$ cat src/rtl/led_count_arbiter_pkg.sv
// led_count_arbiter_pkg: shared state encodings, direction constants and defaults for the LED counting arbiter
package led_count_arbiter_pkg;

    typedef enum logic [1:0] {
        ST_IDLE  = 2'd0,
        ST_COUNT = 2'd1,
        ST_DONE  = 2'd2
    } state_t;

    localparam logic       DIR_UP       = 1'b0;
    localparam logic       DIR_DOWN     = 1'b1;
    localparam int         TICK_DIV_DEF = 1500000;
    localparam logic [3:0] CNT_MAX      = 4'hF;

    // Value loaded into the engine when a requester is granted
    function automatic logic [3:0] start_val(input logic dir);
        return (dir == DIR_DOWN) ? CNT_MAX : 4'h0;
    endfunction

    // Value at which a requester's sequence completes
    function automatic logic [3:0] terminal(input logic dir);
        return (dir == DIR_UP) ? CNT_MAX : 4'h0;
    endfunction

endpackage

$ cat src/rtl/led_count_arbiter_if.sv
// led_count_arbiter_if: button requests in, LED count and status out
interface led_count_arbiter_if;
    logic [1:0] go_btn;
    logic [3:0] led;
    logic       busy;
    logic       owner;
    logic [1:0] done;

    modport master (output go_btn, input led, busy, owner, done);
    modport slave  (input go_btn, output led, busy, owner, done);
endinterface

$ cat src/rtl/led_count_arbiter_tick_divider.sv
// led_count_arbiter_tick_divider: paces the count engine with one tick every TICK_DIV enabled cycles
module led_count_arbiter_tick_divider #(
    parameter int TICK_DIV = 4
) (
    input  logic clk,
    input  logic rst_btn,
    input  logic en,
    output logic tick
);
    localparam int W = $clog2(TICK_DIV);

    logic [W-1:0] cnt;

    assign tick = en && (cnt == W'(TICK_DIV - 1));

    // Count only while enabled, wrap on the tick, otherwise sit at zero
    always_ff @(posedge clk or negedge rst_btn) begin
        if (!rst_btn) cnt <= '0;
        else          cnt <= (!en || tick) ? '0 : cnt + W'(1);
    end
endmodule

$ cat src/rtl/led_count_arbiter.sv
// led_count_arbiter: round-robin sharing of one 4-bit LED up/down counting engine between two buttons
module led_count_arbiter
    import led_count_arbiter_pkg::*;
#(
    parameter int TICK_DIV = TICK_DIV_DEF
) (
    input  logic                clk,
    input  logic                rst_btn,
    led_count_arbiter_if.slave  bus
);
    logic [1:0] sync0, sync1, req, req_d, pending, pending_n, grant;
    logic [1:0] done_r, done_n;
    logic [3:0] led_r, led_n;
    logic       owner_r, owner_n, last_grant, last_n, sel, busy_r, tick;
    state_t     state, state_n;

    assign bus.led   = led_r;
    assign bus.busy  = busy_r;
    assign bus.owner = owner_r;
    assign bus.done  = done_r;

    // A new press wins over a same-cycle grant so no request is lost
    assign pending_n = (pending & ~grant) | (req & ~req_d);
    // Ties go to whoever was not served last
    assign sel = (pending == 2'b11) ? ~last_grant : pending[1];

    led_count_arbiter_tick_divider #(.TICK_DIV(TICK_DIV)) u_tick (
        .clk     (clk),
        .rst_btn (rst_btn),
        .en      (state == ST_COUNT),
        .tick    (tick)
    );

    // Synchronize and invert the raw buttons, then latch rising edges as pending requests
    always_ff @(posedge clk or negedge rst_btn) begin
        if (!rst_btn) begin
            sync0   <= '0;
            sync1   <= '0;
            req     <= '0;
            req_d   <= '0;
            pending <= '0;
        end else begin
            sync0   <= ~bus.go_btn;
            sync1   <= sync0;
            req     <= sync1;
            req_d   <= req;
            pending <= pending_n;
        end
    end

    // State and registered outputs
    always_ff @(posedge clk or negedge rst_btn) begin
        if (!rst_btn) begin
            state      <= ST_IDLE;
            led_r      <= '0;
            owner_r    <= 1'b0;
            last_grant <= 1'b1;
            busy_r     <= 1'b0;
            done_r     <= '0;
        end else begin
            state      <= state_n;
            led_r      <= led_n;
            owner_r    <= owner_n;
            last_grant <= last_n;
            busy_r     <= (state_n != ST_IDLE);
            done_r     <= done_n;
        end
    end

    // Grant, step the count on each tick, and stop one tick after reaching the terminal value
    always_comb begin
        state_n = state;
        led_n   = led_r;
        owner_n = owner_r;
        last_n  = last_grant;
        done_n  = '0;
        grant   = '0;
        case (state)
            ST_IDLE: begin
                led_n = '0;
                if (|pending) begin
                    state_n    = ST_COUNT;
                    owner_n    = sel;
                    last_n     = sel;
                    led_n      = start_val(sel);
                    grant[sel] = 1'b1;
                end
            end
            ST_COUNT: begin
                if (tick) begin
                    if (led_r == terminal(owner_r)) begin
                        state_n         = ST_DONE;
                        done_n[owner_r] = 1'b1;
                    end else begin
                        led_n = (owner_r == DIR_UP) ? led_r + 4'd1 : led_r - 4'd1;
                    end
                end
            end
            ST_DONE: begin
                state_n = ST_IDLE;
                led_n   = '0;
            end
            default: begin
                state_n = ST_IDLE;
                led_n   = '0;
            end
        endcase
    end
endmodule
$ cat src/flat_wrapper.sv
// flat-port wrapper written by rule: the top's interface ports become plain ports
module led_count_arbiter_flat import led_count_arbiter_pkg::*;
#(
    parameter int TICK_DIV = TICK_DIV_DEF
)
  (clk, rst_btn, bus_go_btn, bus_led, bus_busy, bus_owner, bus_done);
  led_count_arbiter_if bus_i ();
  input  logic clk;
  input  logic rst_btn;
  input wire logic [$bits(bus_i.go_btn)-1:0] bus_go_btn;
  output wire logic [$bits(bus_i.led)-1:0] bus_led;
  output wire logic [$bits(bus_i.busy)-1:0] bus_busy;
  output wire logic [$bits(bus_i.owner)-1:0] bus_owner;
  output wire logic [$bits(bus_i.done)-1:0] bus_done;
  assign bus_i.go_btn = bus_go_btn;
  assign bus_led = bus_i.led;
  assign bus_busy = bus_i.busy;
  assign bus_owner = bus_i.owner;
  assign bus_done = bus_i.done;
  led_count_arbiter #(.TICK_DIV(TICK_DIV)) u_core (.clk(clk), .rst_btn(rst_btn), .bus(bus_i));
endmodule
$ cat config.mk
export PLATFORM = sky130hd
export DESIGN_NAME = led_count_arbiter_flat
export DESIGN_NICKNAME = d
export VERILOG_FILES = /design/src/rtl/led_count_arbiter_pkg.sv /design/src/rtl/led_count_arbiter_if.sv /design/src/rtl/led_count_arbiter_tick_divider.sv /design/src/rtl/led_count_arbiter.sv /design/src/flat_wrapper.sv
export SDC_FILE = /design/constraint.sdc
export NUM_CORES = 1
export LEC_CHECK = 0
export BUFFER_PORTS_ARGS = -buffer_cell sky130_fd_sc_hd__buf_4
export CAP_MARGIN = 0
export CORE_MARGIN = 3
export CORE_UTILIZATION = 30
export DETAILED_ROUTE_END_ITERATION = 6
export PLACE_DENSITY = 0.49
export SYNTH_ARGS = -nofsm -noshare
export SYNTH_HDL_FRONTEND = slang
export SYNTH_SLANG_ARGS = --single-unit
$ cat constraint.sdc
create_clock -name clk -period 5.3 [get_ports clk]
set_clock_uncertainty 0.1 [all_clocks]
set_input_delay 1.06 -clock clk [delete_from_list [all_inputs] [get_ports clk]]
set_output_delay 1.06 -clock clk [all_outputs]
set_load 0.01 [all_outputs]
==> run_results.csv <==
group,metric,value,unit
place,pre_cts_ws,3310,ps
cts,cts.root.buffer_cell,"clkbuf_8",
run,max-cap-violations,0,
hold_path,hold_class,"flop to flop",
floorplan,core-area,6386,um^2
detailed_routing,drc,0,
floorplan,initial_core_util,31.09,%
yosys,synth_edf_count,0,
place,dp_hpwl,2.507,mm
yosys,ys_async_sr_fraction,100.0,%
cts,cts_hold_buf,0,
global_route,met2_usage,15.68,%
global_route,grt-busiest-layer,"met2",
cts,cts_resized,0,
hold_path,worstHoldEndpoint,"u_core.sync1[0]$_DFF_PN0_",
yosys,synth_top_flop_cell,"dfrtp_1",
finish,area_growth_syn_to_layout,13.04,%
floorplan,die_w,87.36,um
floorplan,die-area,7631,um^2
cts,cts_made_buffers,5,
floorplan,pin_count,12,
finish,num-nets-final,208,
critical_path,cp_cell_sequence,"buf_4",
critical_path,endpoint_kind,"output port",
detailed_routing,routed_wl,3.575,mm
critical_path,worstPathMaxFanout,10,
power,powerDensity,313.9,nW/um^2
global_route,grtUsageMet3,3.217,%
critical_path,r2r_end,"u_core.bus.led[3]$_DFFE_PN0P_",
timing,fin_setup_tns,0,ps
cts,htreeDepth,2,
finish,layout-drive-gt1-share,16.42,%
yosys,yosysSeqAreaShare,52.99,%
cts,cts.reportedPaths.clkPinSlew,80,ps
place,io_buffers,11,
timing,setup_violations,0,
cts,clockBufferDepth,2,
yosys,yosysWarnings,0,
timing,hold_viol,0,
critical_path,required,4140,ps
timing,tightestPinTransition,538.2,ps
yosys,synthCells,185,
critical_path,worstSetupPathType,"flop to output port",
timing,slew_headroom,64.12,%
global_route,grt_pass1_vias,1318,
critical_path,startpoint_type,"flop",
finish,fill_cells,667,
detailed_routing,vias,1316,
detailed_routing,detail_route.vias_per_cell,4.734,
critical_path,critPathArrivalTime,1060,ps
timing,fin_crit,2219,ps
detailed_routing,drt_iter0_drc,27,
finish,antenna_cells,0,
power,peakVddDrop,0.1827,mV
yosys,syn_area,1986,um^2
detailed_routing,drt-pass1-iter-count,4,
cts,cts_tree,"yes",
global_route,grt-ovfl-total,0,
yosys,synth_seq_cells,42,
detailed_routing,antenna_left,0,
timing,fmax,0.4507,GHz
global_route,grt_pass1_wl,6.216,mm
floorplan,core.rowCount,29,
timing,drv_slew,0,
timing,worst_slack,3081,ps
global_route,use_met1,14.26,%
critical_path,r2r-start,"u_core.bus.owner$_DFFE_PN0P_",
global_route,antenna_found_initial,0,
critical_path,path_buf_inv,1,
power,leakage,0.9880,nW
critical_path,ff2ff_setup_slack,3340,ps
yosys,syn_nets,193,
yosys,ys_types,44,
yosys,avgSynthCellArea,10.73,um^2
cts,clk_latency,290,ps
timing,period_share,41.86,%
place,routabilityCongestion,0.7111,
global_route,grt_usage,10.54,%
yosys,yosysTopAreaCellShare,51.67,%
timing,rsz0062_at_grt,"false",
outcome,status,"completed",
yosys,synth_largest_area_cell,"dfrtp_1",
critical_path,crit_path_top_delay_cell,"dfrtp_1",
hold_path,min_from,"u_core.sync0[0]$_DFF_PN0_",
floorplan,die_h,87.36,um
critical_path,slowest_delay,570,ps
critical_path,cp_top_family,"flip-flops",
cts,clock_sinks,42,
cts,post_cts_buffers,0,
detailed_routing,wire_per_inst,12.86,um
critical_path,worstRegToRegCells,5,
yosys,synthTopCellsByArea,"dfrtp_1, xnor2_1, nor2_1",
global_route,grt_max_degree,43,
hold_path,hold_depth,0,
flip-flops by register name, summed over array words and instances (netlist names), 2 cells and up:
name	cells
u_core.sync1	2
u_core.pending	2
u_core.u_tick.cnt	21
u_core.req_d	2
u_core.state	2
u_core.req	2
u_core.bus.led	4
u_core.bus.done	2
u_core.sync0	2
layer usage:
metal	part of all wire, %	vias to the layer above
met4	1.3	0
li1	-	662
met2	44	14
met5	0	-
met3	3.8	6
met1	51	634
cell families (layout without fill, tap and decap cells):
| group | after synthesis | after routing | synth area share, % |
|---|---|---|---|
| simple gates | 82 | 82 | 24.01 |
| fa+ha+maj | 4 | 4 | 2.899 |
| flops | 42 | 42 | 52.99 |
| compound gates | 27 | 27 | 9.704 |
| buf+inv | 12 | 28 | 2.457 |
| xor+xnor | 18 | 18 | 7.939 |
cell usage in the layout (no fill, tap or decap), drive strengths merged:
cell type / n
nand2: 18
and2b: 2
and2: 2
and4bb: 1
or3b: 1
o21a: 1
a211o: 1
and4: 3
nand2b: 1
clkinv: 1
dfrtp: 41
nand3b: 1
or3: 3
a31oi: 2
buf: 11
nor3: 7
and3: 4
o21ai: 8
nor3b: 1
inv: 9
nor4: 3
a31o: 1
clkbuf: 6
a21oi: 8
o22a: 1
o22ai: 1
fa: 1
a21o: 2
xor2: 7
ha: 3
dfstp: 1
clkinvlp: 1
nor4b: 1
xnor2: 11
nor2: 25
nand4: 3
nand3: 6
a211oi: 2
through the flow:
stage | std cells | power (mW) | instance area, um^2 | utilization [%] | hold WS (ps)
after floorplan | 185 | 0.4632 | 1986 | - | 231.2
after global placement | 270 | 0.4975 | 2150 | 33.66 | 232.3
after detailed placement | 270 | 0.4994 | 2150 | 33.66 | 234.7
after CTS | 278 | 0.7228 | 2245 | 35.15 | 254.0
after global routing | 278 | 0.7505 | 2245 | 35.15 | 273.5
final | 278 | 0.7046 | 2245 | 35.15 | 252.4
area by class of cell:
cell class / count / area, um^2 / share of cell area [%]
clock inverter: 2 / 12.51 / 0.5574
multi-input combinational: 131 / 884.6 / 39.41
tap: 77 / 96.34 / 4.292
clock buffer: 6 / 82.58 / 3.679
timing repair buffer: 11 / 82.58 / 3.679
sequential: 42 / 1052 / 46.88
inverter: 9 / 33.78 / 1.505
Yosys cell counts (all sizes together) (2+ instances only):
library cell   n
dfrtp         41
nor2          25
nand2         18
xnor2         11
inv            9
a21oi          8
o21ai          8
nor3           7
xor2           7
nand3          6
and3           4
and4           3
buf            3
ha             3
nand4          3
nor4           3
or3            3
a211oi         2
a21o           2
a31oi          2
and2           2
and2b          2
power breakdown:
part           switching (mW)  total, mW  internal, mW  leakage [nW]
combinational          0.0554      0.105        0.0492         0.423
clock                   0.110      0.215         0.105        0.0472
sequential             0.0323      0.385         0.353         0.518
worst max path at each step:
| stage | cells past startpoint | endpoint | startpoint | slack, ps |
|---|---|---|---|---|
| 2_1_floorplan | 5 | u_core.bus.led[3]$_DFFE_PN0P_ | u_core.bus.owner$_DFFE_PN0P_ | 3450 |
| 3_3_place_gp | 5 | u_core.bus.led[3]$_DFFE_PN0P_ | u_core.bus.owner$_DFFE_PN0P_ | 3320 |
| 3_5_place_dp | 5 | u_core.bus.led[3]$_DFFE_PN0P_ | u_core.bus.owner$_DFFE_PN0P_ | 3310 |
| 4_1_cts | 1 | bus_owner | u_core.bus.owner$_DFFE_PN0P_ | 3050 |
| 5_1_grt | 1 | bus_owner | u_core.bus.owner$_DFFE_PN0P_ | 3030 |
| 6_report | 1 | bus_owner | u_core.bus.owner$_DFFE_PN0P_ | 3080 |
No activity file was read; power rests on OpenSTA's default activity.
